===== config.mk =====
export PLATFORM = sky130hd
export DESIGN_NAME = sum_tx_serializer_flat
export DESIGN_NICKNAME = d
export VERILOG_FILES = /design/src/rtl/sum_tx_serializer_if.sv /design/src/rtl/sum_tx_serializer.sv /design/src/flat_wrapper.sv
export SDC_FILE = /design/constraint.sdc
export NUM_CORES = 1
export LEC_CHECK = 0
export BUFFER_PORTS_ARGS = -buffer_cell sky130_fd_sc_hd__buf_2
export CAP_MARGIN = 30
export CELL_PAD_IN_SITES_DETAIL_PLACEMENT = 2
export CELL_PAD_IN_SITES_GLOBAL_PLACEMENT = 2
export CORE_MARGIN = 5
export CORE_UTILIZATION = 47
export CTS_CLUSTER_SIZE = 20
export DETAILED_ROUTE_END_ITERATION = 16
export GPL_TIMING_DRIVEN = 0
export PLACE_DENSITY_LB_ADDON = 0.1
export SLEW_MARGIN = 20
export SYNTH_ARGS = -nofsm -noshare
export SYNTH_HDL_FRONTEND = slang
export SYNTH_SLANG_ARGS = --single-unit

===== constraint.sdc =====
create_clock -name clk -period 4.5 [get_ports clk]
set_clock_uncertainty 0.05 [all_clocks]
set_input_delay 0 -clock clk [delete_from_list [all_inputs] [get_ports clk]]
set_output_delay 0 -clock clk [all_outputs]
set_load 0.02 [all_outputs]

===== src/rtl/sum_tx_serializer_if.sv =====
// Byte handshake and serial-status bundle for sum_tx_serializer.
// The producer side uses master and the serializer uses slave.
interface sum_tx_serializer_if;
    logic [7:0] in_data;
    logic       in_valid;
    logic       in_ready;
    logic       tx_out;
    logic       busy;
    logic [3:0] fifo_level;
    logic       overflow;
    logic       clr_ovf;

    modport master (
        output in_data, in_valid, clr_ovf,
        input  in_ready, tx_out, busy, fifo_level, overflow
    );

    modport slave (
        input  in_data, in_valid, clr_ovf,
        output in_ready, tx_out, busy, fifo_level, overflow
    );
endinterface


===== src/rtl/sum_tx_serializer.sv =====
// Buffers adder result bytes in a small FIFO and sends each one LSB-first as a UART-style frame.
// Define SUM_TX_PARITY_EN to add an even-parity bit between the data bits and the stop bit.
module sum_tx_serializer #(
    parameter int unsigned CLKS_PER_BIT = 16,
    parameter int unsigned FIFO_DEPTH   = 4
) (
    input  logic               clk,
    input  logic               rst_n,
    sum_tx_serializer_if.slave bus
);

    localparam int unsigned PtrW      = (FIFO_DEPTH > 1) ? $clog2(FIFO_DEPTH) : 1;
    localparam logic [7:0]  CntMax    = 8'(CLKS_PER_BIT - 1);
    localparam logic [3:0]  LevelFull = 4'(FIFO_DEPTH);

    localparam logic [2:0] StIdle   = 3'd0;
    localparam logic [2:0] StStart  = 3'd1;
    localparam logic [2:0] StData   = 3'd2;
`ifdef SUM_TX_PARITY_EN
    localparam logic [2:0] StParity = 3'd3;
`endif
    localparam logic [2:0] StStop   = 3'd4;

    logic [7:0]      mem_q [FIFO_DEPTH];
    logic [PtrW-1:0] wptr_q, wptr_d;
    logic [PtrW-1:0] rptr_q, rptr_d;
    logic [3:0]      level_q, level_d;
    logic            ovf_q, ovf_d;

    logic [2:0]      state_q, state_d;
    logic [7:0]      cnt_q, cnt_d;
    logic [2:0]      idx_q, idx_d;
    logic [7:0]      shift_q, shift_d;
    logic            tx_q, tx_d;
    logic            busy_q, busy_d;
`ifdef SUM_TX_PARITY_EN
    logic            par_q, par_d;
`endif

    logic            in_ready;
    logic            push;
    logic            pop;
    logic            fifo_empty;
    logic            bit_done;
    logic [7:0]      head;

    // in_ready comes from registered level only, so a same-cycle pop cannot admit a push.
    assign in_ready   = (level_q != LevelFull);
    assign push       = bus.in_valid && in_ready;
    assign fifo_empty = (level_q == 4'd0);
    assign bit_done   = (cnt_q == CntMax);
    assign head       = mem_q[rptr_q];

    always_comb begin
        state_d = state_q;
        cnt_d   = cnt_q + 8'd1;
        idx_d   = idx_q;
        shift_d = shift_q;
        tx_d    = tx_q;
        pop     = 1'b0;
`ifdef SUM_TX_PARITY_EN
        par_d   = par_q;
`endif
        unique case (state_q)
            StIdle: begin
                cnt_d = 8'd0;
                tx_d  = 1'b1;
                if (!fifo_empty) begin
                    pop     = 1'b1;
                    shift_d = head;
`ifdef SUM_TX_PARITY_EN
                    par_d   = ^head;
`endif
                    state_d = StStart;
                    tx_d    = 1'b0;
                end
            end
            StStart: begin
                if (bit_done) begin
                    cnt_d   = 8'd0;
                    idx_d   = 3'd0;
                    state_d = StData;
                    tx_d    = shift_q[0];
                end
            end
            StData: begin
                if (bit_done) begin
                    cnt_d = 8'd0;
                    if (idx_q == 3'd7) begin
`ifdef SUM_TX_PARITY_EN
                        state_d = StParity;
                        tx_d    = par_q;
`else
                        state_d = StStop;
                        tx_d    = 1'b1;
`endif
                    end else begin
                        // Bit 0 of the shift register is always the bit on the line.
                        idx_d   = idx_q + 3'd1;
                        shift_d = shift_q >> 1;
                        tx_d    = shift_q[1];
                    end
                end
            end
`ifdef SUM_TX_PARITY_EN
            StParity: begin
                if (bit_done) begin
                    cnt_d   = 8'd0;
                    state_d = StStop;
                    tx_d    = 1'b1;
                end
            end
`endif
            StStop: begin
                if (bit_done) begin
                    cnt_d = 8'd0;
                    if (!fifo_empty) begin
                        pop     = 1'b1;
                        shift_d = head;
`ifdef SUM_TX_PARITY_EN
                        par_d   = ^head;
`endif
                        state_d = StStart;
                        tx_d    = 1'b0;
                    end else begin
                        state_d = StIdle;
                        tx_d    = 1'b1;
                    end
                end
            end
            default: begin
                state_d = StIdle;
                cnt_d   = 8'd0;
                tx_d    = 1'b1;
            end
        endcase
        busy_d = (state_d != StIdle);
    end

    always_comb begin
        wptr_d  = push ? wptr_q + PtrW'(1) : wptr_q;
        rptr_d  = pop  ? rptr_q + PtrW'(1) : rptr_q;
        level_d = level_q;
        if (push && !pop) begin
            level_d = level_q + 4'd1;
        end else if (!push && pop) begin
            level_d = level_q - 4'd1;
        end
        // A refused byte sets the flag even when clr_ovf is asserted in the same cycle.
        if (bus.in_valid && !in_ready) begin
            ovf_d = 1'b1;
        end else if (bus.clr_ovf) begin
            ovf_d = 1'b0;
        end else begin
            ovf_d = ovf_q;
        end
    end

    always_ff @(posedge clk) begin
        if (push) begin
            mem_q[wptr_q] <= bus.in_data;
        end
    end

    always_ff @(posedge clk or negedge rst_n) begin
        if (!rst_n) begin
            wptr_q  <= '0;
            rptr_q  <= '0;
            level_q <= 4'd0;
            ovf_q   <= 1'b0;
            state_q <= StIdle;
            cnt_q   <= 8'd0;
            idx_q   <= 3'd0;
            shift_q <= 8'd0;
            tx_q    <= 1'b1;
            busy_q  <= 1'b0;
`ifdef SUM_TX_PARITY_EN
            par_q   <= 1'b0;
`endif
        end else begin
            wptr_q  <= wptr_d;
            rptr_q  <= rptr_d;
            level_q <= level_d;
            ovf_q   <= ovf_d;
            state_q <= state_d;
            cnt_q   <= cnt_d;
            idx_q   <= idx_d;
            shift_q <= shift_d;
            tx_q    <= tx_d;
            busy_q  <= busy_d;
`ifdef SUM_TX_PARITY_EN
            par_q   <= par_d;
`endif
        end
    end

    assign bus.in_ready   = in_ready;
    assign bus.tx_out     = tx_q;
    assign bus.busy       = busy_q;
    assign bus.fifo_level = level_q;
    assign bus.overflow   = ovf_q;

endmodule

===== src/flat_wrapper.sv =====
// flat-port wrapper written by rule: the top's interface ports become plain ports
module sum_tx_serializer_flat 
#(
    parameter int unsigned CLKS_PER_BIT = 16,
    parameter int unsigned FIFO_DEPTH   = 4
)
  (clk, rst_n, bus_in_data, bus_in_valid, bus_clr_ovf, bus_in_ready, bus_tx_out, bus_busy, bus_fifo_level, bus_overflow);
  sum_tx_serializer_if bus_i ();
  input  logic clk;
  input  logic rst_n;
  input wire logic [$bits(bus_i.in_data)-1:0] bus_in_data;
  input wire logic [$bits(bus_i.in_valid)-1:0] bus_in_valid;
  input wire logic [$bits(bus_i.clr_ovf)-1:0] bus_clr_ovf;
  output wire logic [$bits(bus_i.in_ready)-1:0] bus_in_ready;
  output wire logic [$bits(bus_i.tx_out)-1:0] bus_tx_out;
  output wire logic [$bits(bus_i.busy)-1:0] bus_busy;
  output wire logic [$bits(bus_i.fifo_level)-1:0] bus_fifo_level;
  output wire logic [$bits(bus_i.overflow)-1:0] bus_overflow;
  assign bus_i.in_data = bus_in_data;
  assign bus_i.in_valid = bus_in_valid;
  assign bus_i.clr_ovf = bus_clr_ovf;
  assign bus_in_ready = bus_i.in_ready;
  assign bus_tx_out = bus_i.tx_out;
  assign bus_busy = bus_i.busy;
  assign bus_fifo_level = bus_i.fifo_level;
  assign bus_overflow = bus_i.overflow;
  sum_tx_serializer #(.CLKS_PER_BIT(CLKS_PER_BIT), .FIFO_DEPTH(FIFO_DEPTH)) u_core (.clk(clk), .rst_n(rst_n), .bus(bus_i));
endmodule

-- Word level (Yosys, flattened, before mapping)
Memory sizes are Yosys's and may differ from the RTL's.
Cells that the tools add are included.
- memories: 1
- word-level logic and storage cells: 78
- output and inout bits: 8
- input bits: 12
- flip-flop bits (word level): 33
- memory bits (writable): 32
- muxes and demuxes: 33
- eq/ne operators: 10
- add/subtract/negate cells: 6
- reductions and logical operators: 18
- memory list (name ; depth ; width ; read ports ; clocked after memory_dff ; write ports ; line ; RTL):
    u_core.mem_q ; 4 ; 8 ; 1 ; 0 ; 1 ; sum_tx_serializer.sv:24 ; logic [7:0] mem_q [FIFO_DEPTH];
- operators by type and width (cell ; number):
    8-bit 2-to-1 mux ; 6
    3-bit 2-to-1 mux ; 8
    8-bit case mux with 3 select lines ; 1
    1-bit 2-to-1 mux ; 12
    3-bit case mux with 4 select lines ; 1
    8-bit by 1-bit adder with 8-bit output (second input constant) ; 1
    8-bit by 4-bit equality test with 1-bit output (second input constant) ; 1
    4-bit 2-to-1 mux ; 2
    4-bit AND reduction ; 2
    3-bit equality test (second input constant) ; 2
    2-bit by 1-bit inequality test with 1-bit output (second input constant) ; 3
    3-bit case mux with 2 select lines ; 1
    2-bit nonzero test ; 3
    3-bit nonzero test ; 2
    2-bit by 1-bit adder with 2-bit output (second input constant) ; 2
    4-bit by 1-bit adder with 4-bit output (second input constant) ; 1
    1-bit logical AND ; 4
    4-bit logical NOT ; 1
    4-bit by 3-bit inequality test with 1-bit output (second input constant) ; 1
    1-bit case mux with 4 select lines ; 1
    4-bit by 1-bit subtractor with 4-bit output (second input constant) ; 1
    3-bit by 1-bit adder with 3-bit output (second input constant) ; 1
    3-bit by 1-bit equality test with 1-bit output (second input constant) ; 1
    3-bit by 2-bit equality test with 1-bit output (second input constant) ; 1
    other kinds (6) ; 8

-- Depth between registers and ports, before layout
- word-level depth: 7
- mapped depth: 13
- mapped depth without buffers: 11

-- Worst setup path after synthesis
OpenSTA, ideal clock, no wires.
- path kind: register to register
- from: reg u_core.cnt_q[0]
- to: reg u_core.level_q[3], in the netlist u_core.bus.fifo_level[3]
- clock period less this slack: 2.791 ns
- cell stages (with the launch flop): 14
- required time: 4.370 ns
- path slack: 1.709 ns
- data arrival time: 2.661 ns
- setup time: 0.080 ns
- cell sequence: dfrtp_1 > ha_1 > and3_1 > clkbuf_1 > a21boi_1 > or2_2 > clkbuf_1 > ha_1 > inv_1 > ha_1 > a21o_1 > a21oi_1 > mux2i_1 > xnor2_1
- longest elaborated chain between the ends: 6
- RTL lines (item ; line ; RTL):
    start: declaration ; sum_tx_serializer.sv:31 ; logic [7:0] cnt_q, cnt_d;
    start signal: assignment ; sum_tx_serializer.sv:186 ; cnt_q <= cnt_d;
    8-bit by 4-bit equality test with 1-bit output (*) ; sum_tx_serializer.sv:51 ; assign bit_done = (cnt_q == CntMax);
    1-bit 2-to-1 mux (*) ; sum_tx_serializer.sv:115 ; if (bit_done) begin
    1-bit case mux with 2 select lines (*) ; sum_tx_serializer.sv:64 ; unique case (state_q)
    1-bit logical NOT ; sum_tx_serializer.sv:144 ; if (push && !pop) begin
    1-bit logical AND ; sum_tx_serializer.sv:144 ;
    4-bit 2-to-1 mux / 2-bit nonzero test (equally long branches) ; - ;
    end signal: assignment ; sum_tx_serializer.sv:183 ; level_q <= level_d;
    end: declaration ; sum_tx_serializer.sv:27 ; logic [3:0] level_q, level_d;
Mark *: on every way between the ends. The rest lies on a longest branch, timed or not.
A chain may end at the register's enable or synchronous reset.

-- Final worst setup path
Ends and elaborated chain as after synthesis.

==> impl_metrics.json <==
{
  "outcome": "finished, final reports clean",
  "syn_inst": 193,
  "hold_viol_final": 0,
  "grt_start_max_net_pins": 34,
  "post-route-period-util_pct": 76.3,
  "ys.warnings.count": 0,
  "overflow": 0,
  "worst_slack_ns": 1.07,
  "syn_to_final_growth_pct": 17.2,
  "clock-sinks": 65,
  "worstHoldPathType": "in2reg",
  "diodes": 0,
  "antenna_found_initial": 0,
  "r2r-start": "u_core.cnt_q[0]",
  "clkLatencyLatePin_ns": 0.36,
  "ff2ff_path_depth": 13,
  "cts_root_buf": "clkbuf_8",
  "grt_pass1_vias": 2169,
  "path_clk_slew_ns": 0.08,
  "timing.rr.end": "u_core.bus.fifo_level[3]",
  "startpoint_type": "flop",
  "crit_type": "reg2reg",
  "required_ns": 4.73,
  "tns_ns": 0,
  "die_h_um": 88.8,
  "rows": 28,
  "final_nets": 257,
  "hold_start": "bus_in_valid",
  "avgViaCountPerCell": 5.89,
  "worstMarginPinSlew_ns": 0.764,
  "final_cell_mix": "dfrtp_1, edfxtp_1, buf_2, mux2_2, dlygate4sd3_1",
  "synth-edff-count": 32,
  "grt_first_pass_wirelength_um": 12900,
  "ios": 20,
  "r2r_slack_ns": 1.07,
  "drtIter0Drc": 92,
  "synth_ff_type": "edfxtp_1",
  "async_flop_share_pct": 50.8,
  "core_area_um2": 5990,
  "wl_per_cell_um": 25.6,
  "syn_avg_cell_area_um2": 15.1,
  "globalplace.congestion": 0.724,
  "cts_resized": 0,
  "place_hpwl_um": 4500,
  "fmax_ghz": 0.291,
  "pre_cts_ws_ns": 1.20,
  "worstHoldEndpoint": "u_core.wptr_q[0]",
  "drtAntennaViolNets": 0,
  "rsz0062_at_grt": "no",
  "ir_worst_vdd_mv": 0.311,
  "fin_crit_ns": 3.43,
  "htreeDepth": 3,
  "yosysSeqAreaShare_pct": 61.3,
  "port_buffers": 19,
  "cts_buffers": 9,
  "routed_wirelength_um": 8030,
  "die_x_um": 88.8,
  "grtUsageTotal_pct": 23.4,
  "p_per_area_nw_per_um2": 476,
  "remaining_drc_errors": 0,
  "die_area_um2": 7880,
  "vias": 1848,
  "crit_fanout": 6,
  "finalMaxSlewViolations": 0,
  "setup_violations": 0,
  "crit_arrival_ns": 3.66,
  "ys_types": 44,
  "netlist_area_um2": 2920,
  "holdPathStages": 3,
  "maxSlewHeadroom_pct": 49.1,
  "endpoint_kind": "flop",
  "start_util_pct": 48.7,
  "final.fill_count": 511,
  "cts_tree": "done",
  "p_leak_nw": 1.42,
  "drive_gt1_share_pct": 30.5,
  "cap_violations": 0,
  "ys_ff_latch": 65,
  "clock_path_buffers": 2,
  "synth_fp_nets": 216,
  "detailedRoute.firstPassIterationCount": 6
}
-- Yosys cell counts, types with 2 or more instances --
| cell type | instances | share of area (%) |
|---|---|---|
| nor2_1 | 10 | 1.3 |
| or2_2 | 3 | 0.64 |
| inv_1 | 6 | 0.77 |
| mux4_2 | 8 | 6.2 |
| and2_0 | 2 | 0.43 |
| nand3_1 | 4 | 0.69 |
| a21o_1 | 2 | 0.51 |
| o21ai_0 | 4 | 0.69 |
| a22o_1 | 2 | 0.60 |
| xor2_1 | 4 | 1.2 |
| dfrtp_1 | 32 | 27 |
| edfxtp_1 | 32 | 33 |
| buf_6 | 2 | 0.77 |
| a21oi_1 | 5 | 0.86 |
| clkbuf_1 | 3 | 0.39 |
| and3_1 | 6 | 1.3 |
| nor3_1 | 2 | 0.34 |
| mux2_2 | 18 | 7.0 |
| nand2_1 | 5 | 0.64 |
| ha_1 | 10 | 4.3 |
| xnor2_1 | 9 | 2.7 |
| and2b_1 | 2 | 0.51 |
-- routing by layer --
layer / global-route usage, % / up-vias / wire length, um
met2: 40.2 / 62 / 4220
met1: 28.6 / 966 / 3280
met5: 0 / - / 0
met4: 8.93 / 0 / 256
met3: 5.31 / 26 / 278
li1: - / 794 / -
-- state kept, by name, summed over array words and instances, names as in the netlist --
register               count
u_core.mem_q              32
u_core.cnt_q               8
u_core.shift_q             8
u_core.bus.fifo_level      4
u_core.idx_q               3
u_core.state_q             3
u_core.rptr_q              2
u_core.wptr_q              2
u_core.bus.busy            1
u_core.bus.overflow        1
u_core.bus.tx_out          1
-- metrics by stage --
stage          total power [mW]  std cells  utilization (%)  area [um^2]  hold WS (ns)
6_report                   1.63        314             57.0         3420         0.177
5_1_grt                    1.70        314             57.0         3420         0.204
4_1_cts                    1.60        314             57.0         3420         0.156
3_5_place_dp               1.06        287             51.8         3100        0.0732
3_3_place_gp               1.02        287             51.8         3100        0.0466
2_1_floorplan             0.947        193                -         2920        -0.346
-- cell families (layout without fill, tap and decap cells) --
logic type	count (synthesis)	in the layout	synth area share, %
AO/OA/AOI/OAI	20	20	5.02
adder cells (fa/ha/maj)	11	11	4.98
AND/OR/NAND/NOR	44	44	8.93
XOR/XNOR	13	13	3.91
buffers and inverters	13	59	2.36
flip-flops	65	65	61.3
multiplexers	27	27	13.5
-- power by group --
| part | leakage (nW) | internal [mW] | switching (mW) | total [mW] |
|---|---|---|---|---|
| Sequential | 0.703 | 0.720 | 0.0659 | 0.786 |
| Combinational | 0.629 | 0.123 | 0.189 | 0.312 |
| Clock | 0.0925 | 0.260 | 0.267 | 0.527 |
-- area by class of cell --
type | count | area (um^2) | area share (%)
Sequential cell | 65 | 1790 | 52.3
Tap cell | 75 | 93.8 | 2.75
Timing Repair Buffer | 30 | 205 | 6.01
Buffer | 7 | 46.3 | 1.35
Clock buffer | 9 | 124 | 3.63
Inverter | 6 | 22.5 | 0.659
Multi-Input combinational cell | 115 | 1060 | 31.0
Clock inverter | 7 | 78.8 | 2.31
-- repair_timing --
action | 4_1_cts | 5_1_grt
buffers inserted | 0 | 0
hold buffers | 11 | 0
hold endpoints to repair | 65 | 0
-- worst max-delay path by stage --
stage | from | to | slack, ns | cells past startpoint
after floorplan | u_core.cnt_q[0] | u_core.bus.fifo_level[3] | 1.71 | 13
after global placement | u_core.cnt_q[0] | u_core.bus.fifo_level[3] | 1.44 | 13
after detailed placement | u_core.cnt_q[0] | u_core.bus.fifo_level[3] | 1.20 | 13
after CTS | u_core.cnt_q[0] | u_core.bus.fifo_level[3] | 1.03 | 13
after global routing | u_core.cnt_q[0] | u_core.bus.fifo_level[3] | 0.89 | 13
final | u_core.cnt_q[0] | u_core.bus.fifo_level[3] | 1.07 | 13
-- critical path, cell delays in order (launching register included) --
cell	delay (ns)
dfrtp_1	0.41
ha_1	0.24
and3_1	0.20
clkbuf_1	0.16
a21boi_1	0.42
or2_2	0.22
clkbuf_1	0.21
ha_1	0.23
inv_1	0.12
ha_1	0.30
a21o_1	0.19
a21oi_1	0.20
mux2i_1	0.27
xnor2_1	0.14
Power figures use the tool's default switching activity.
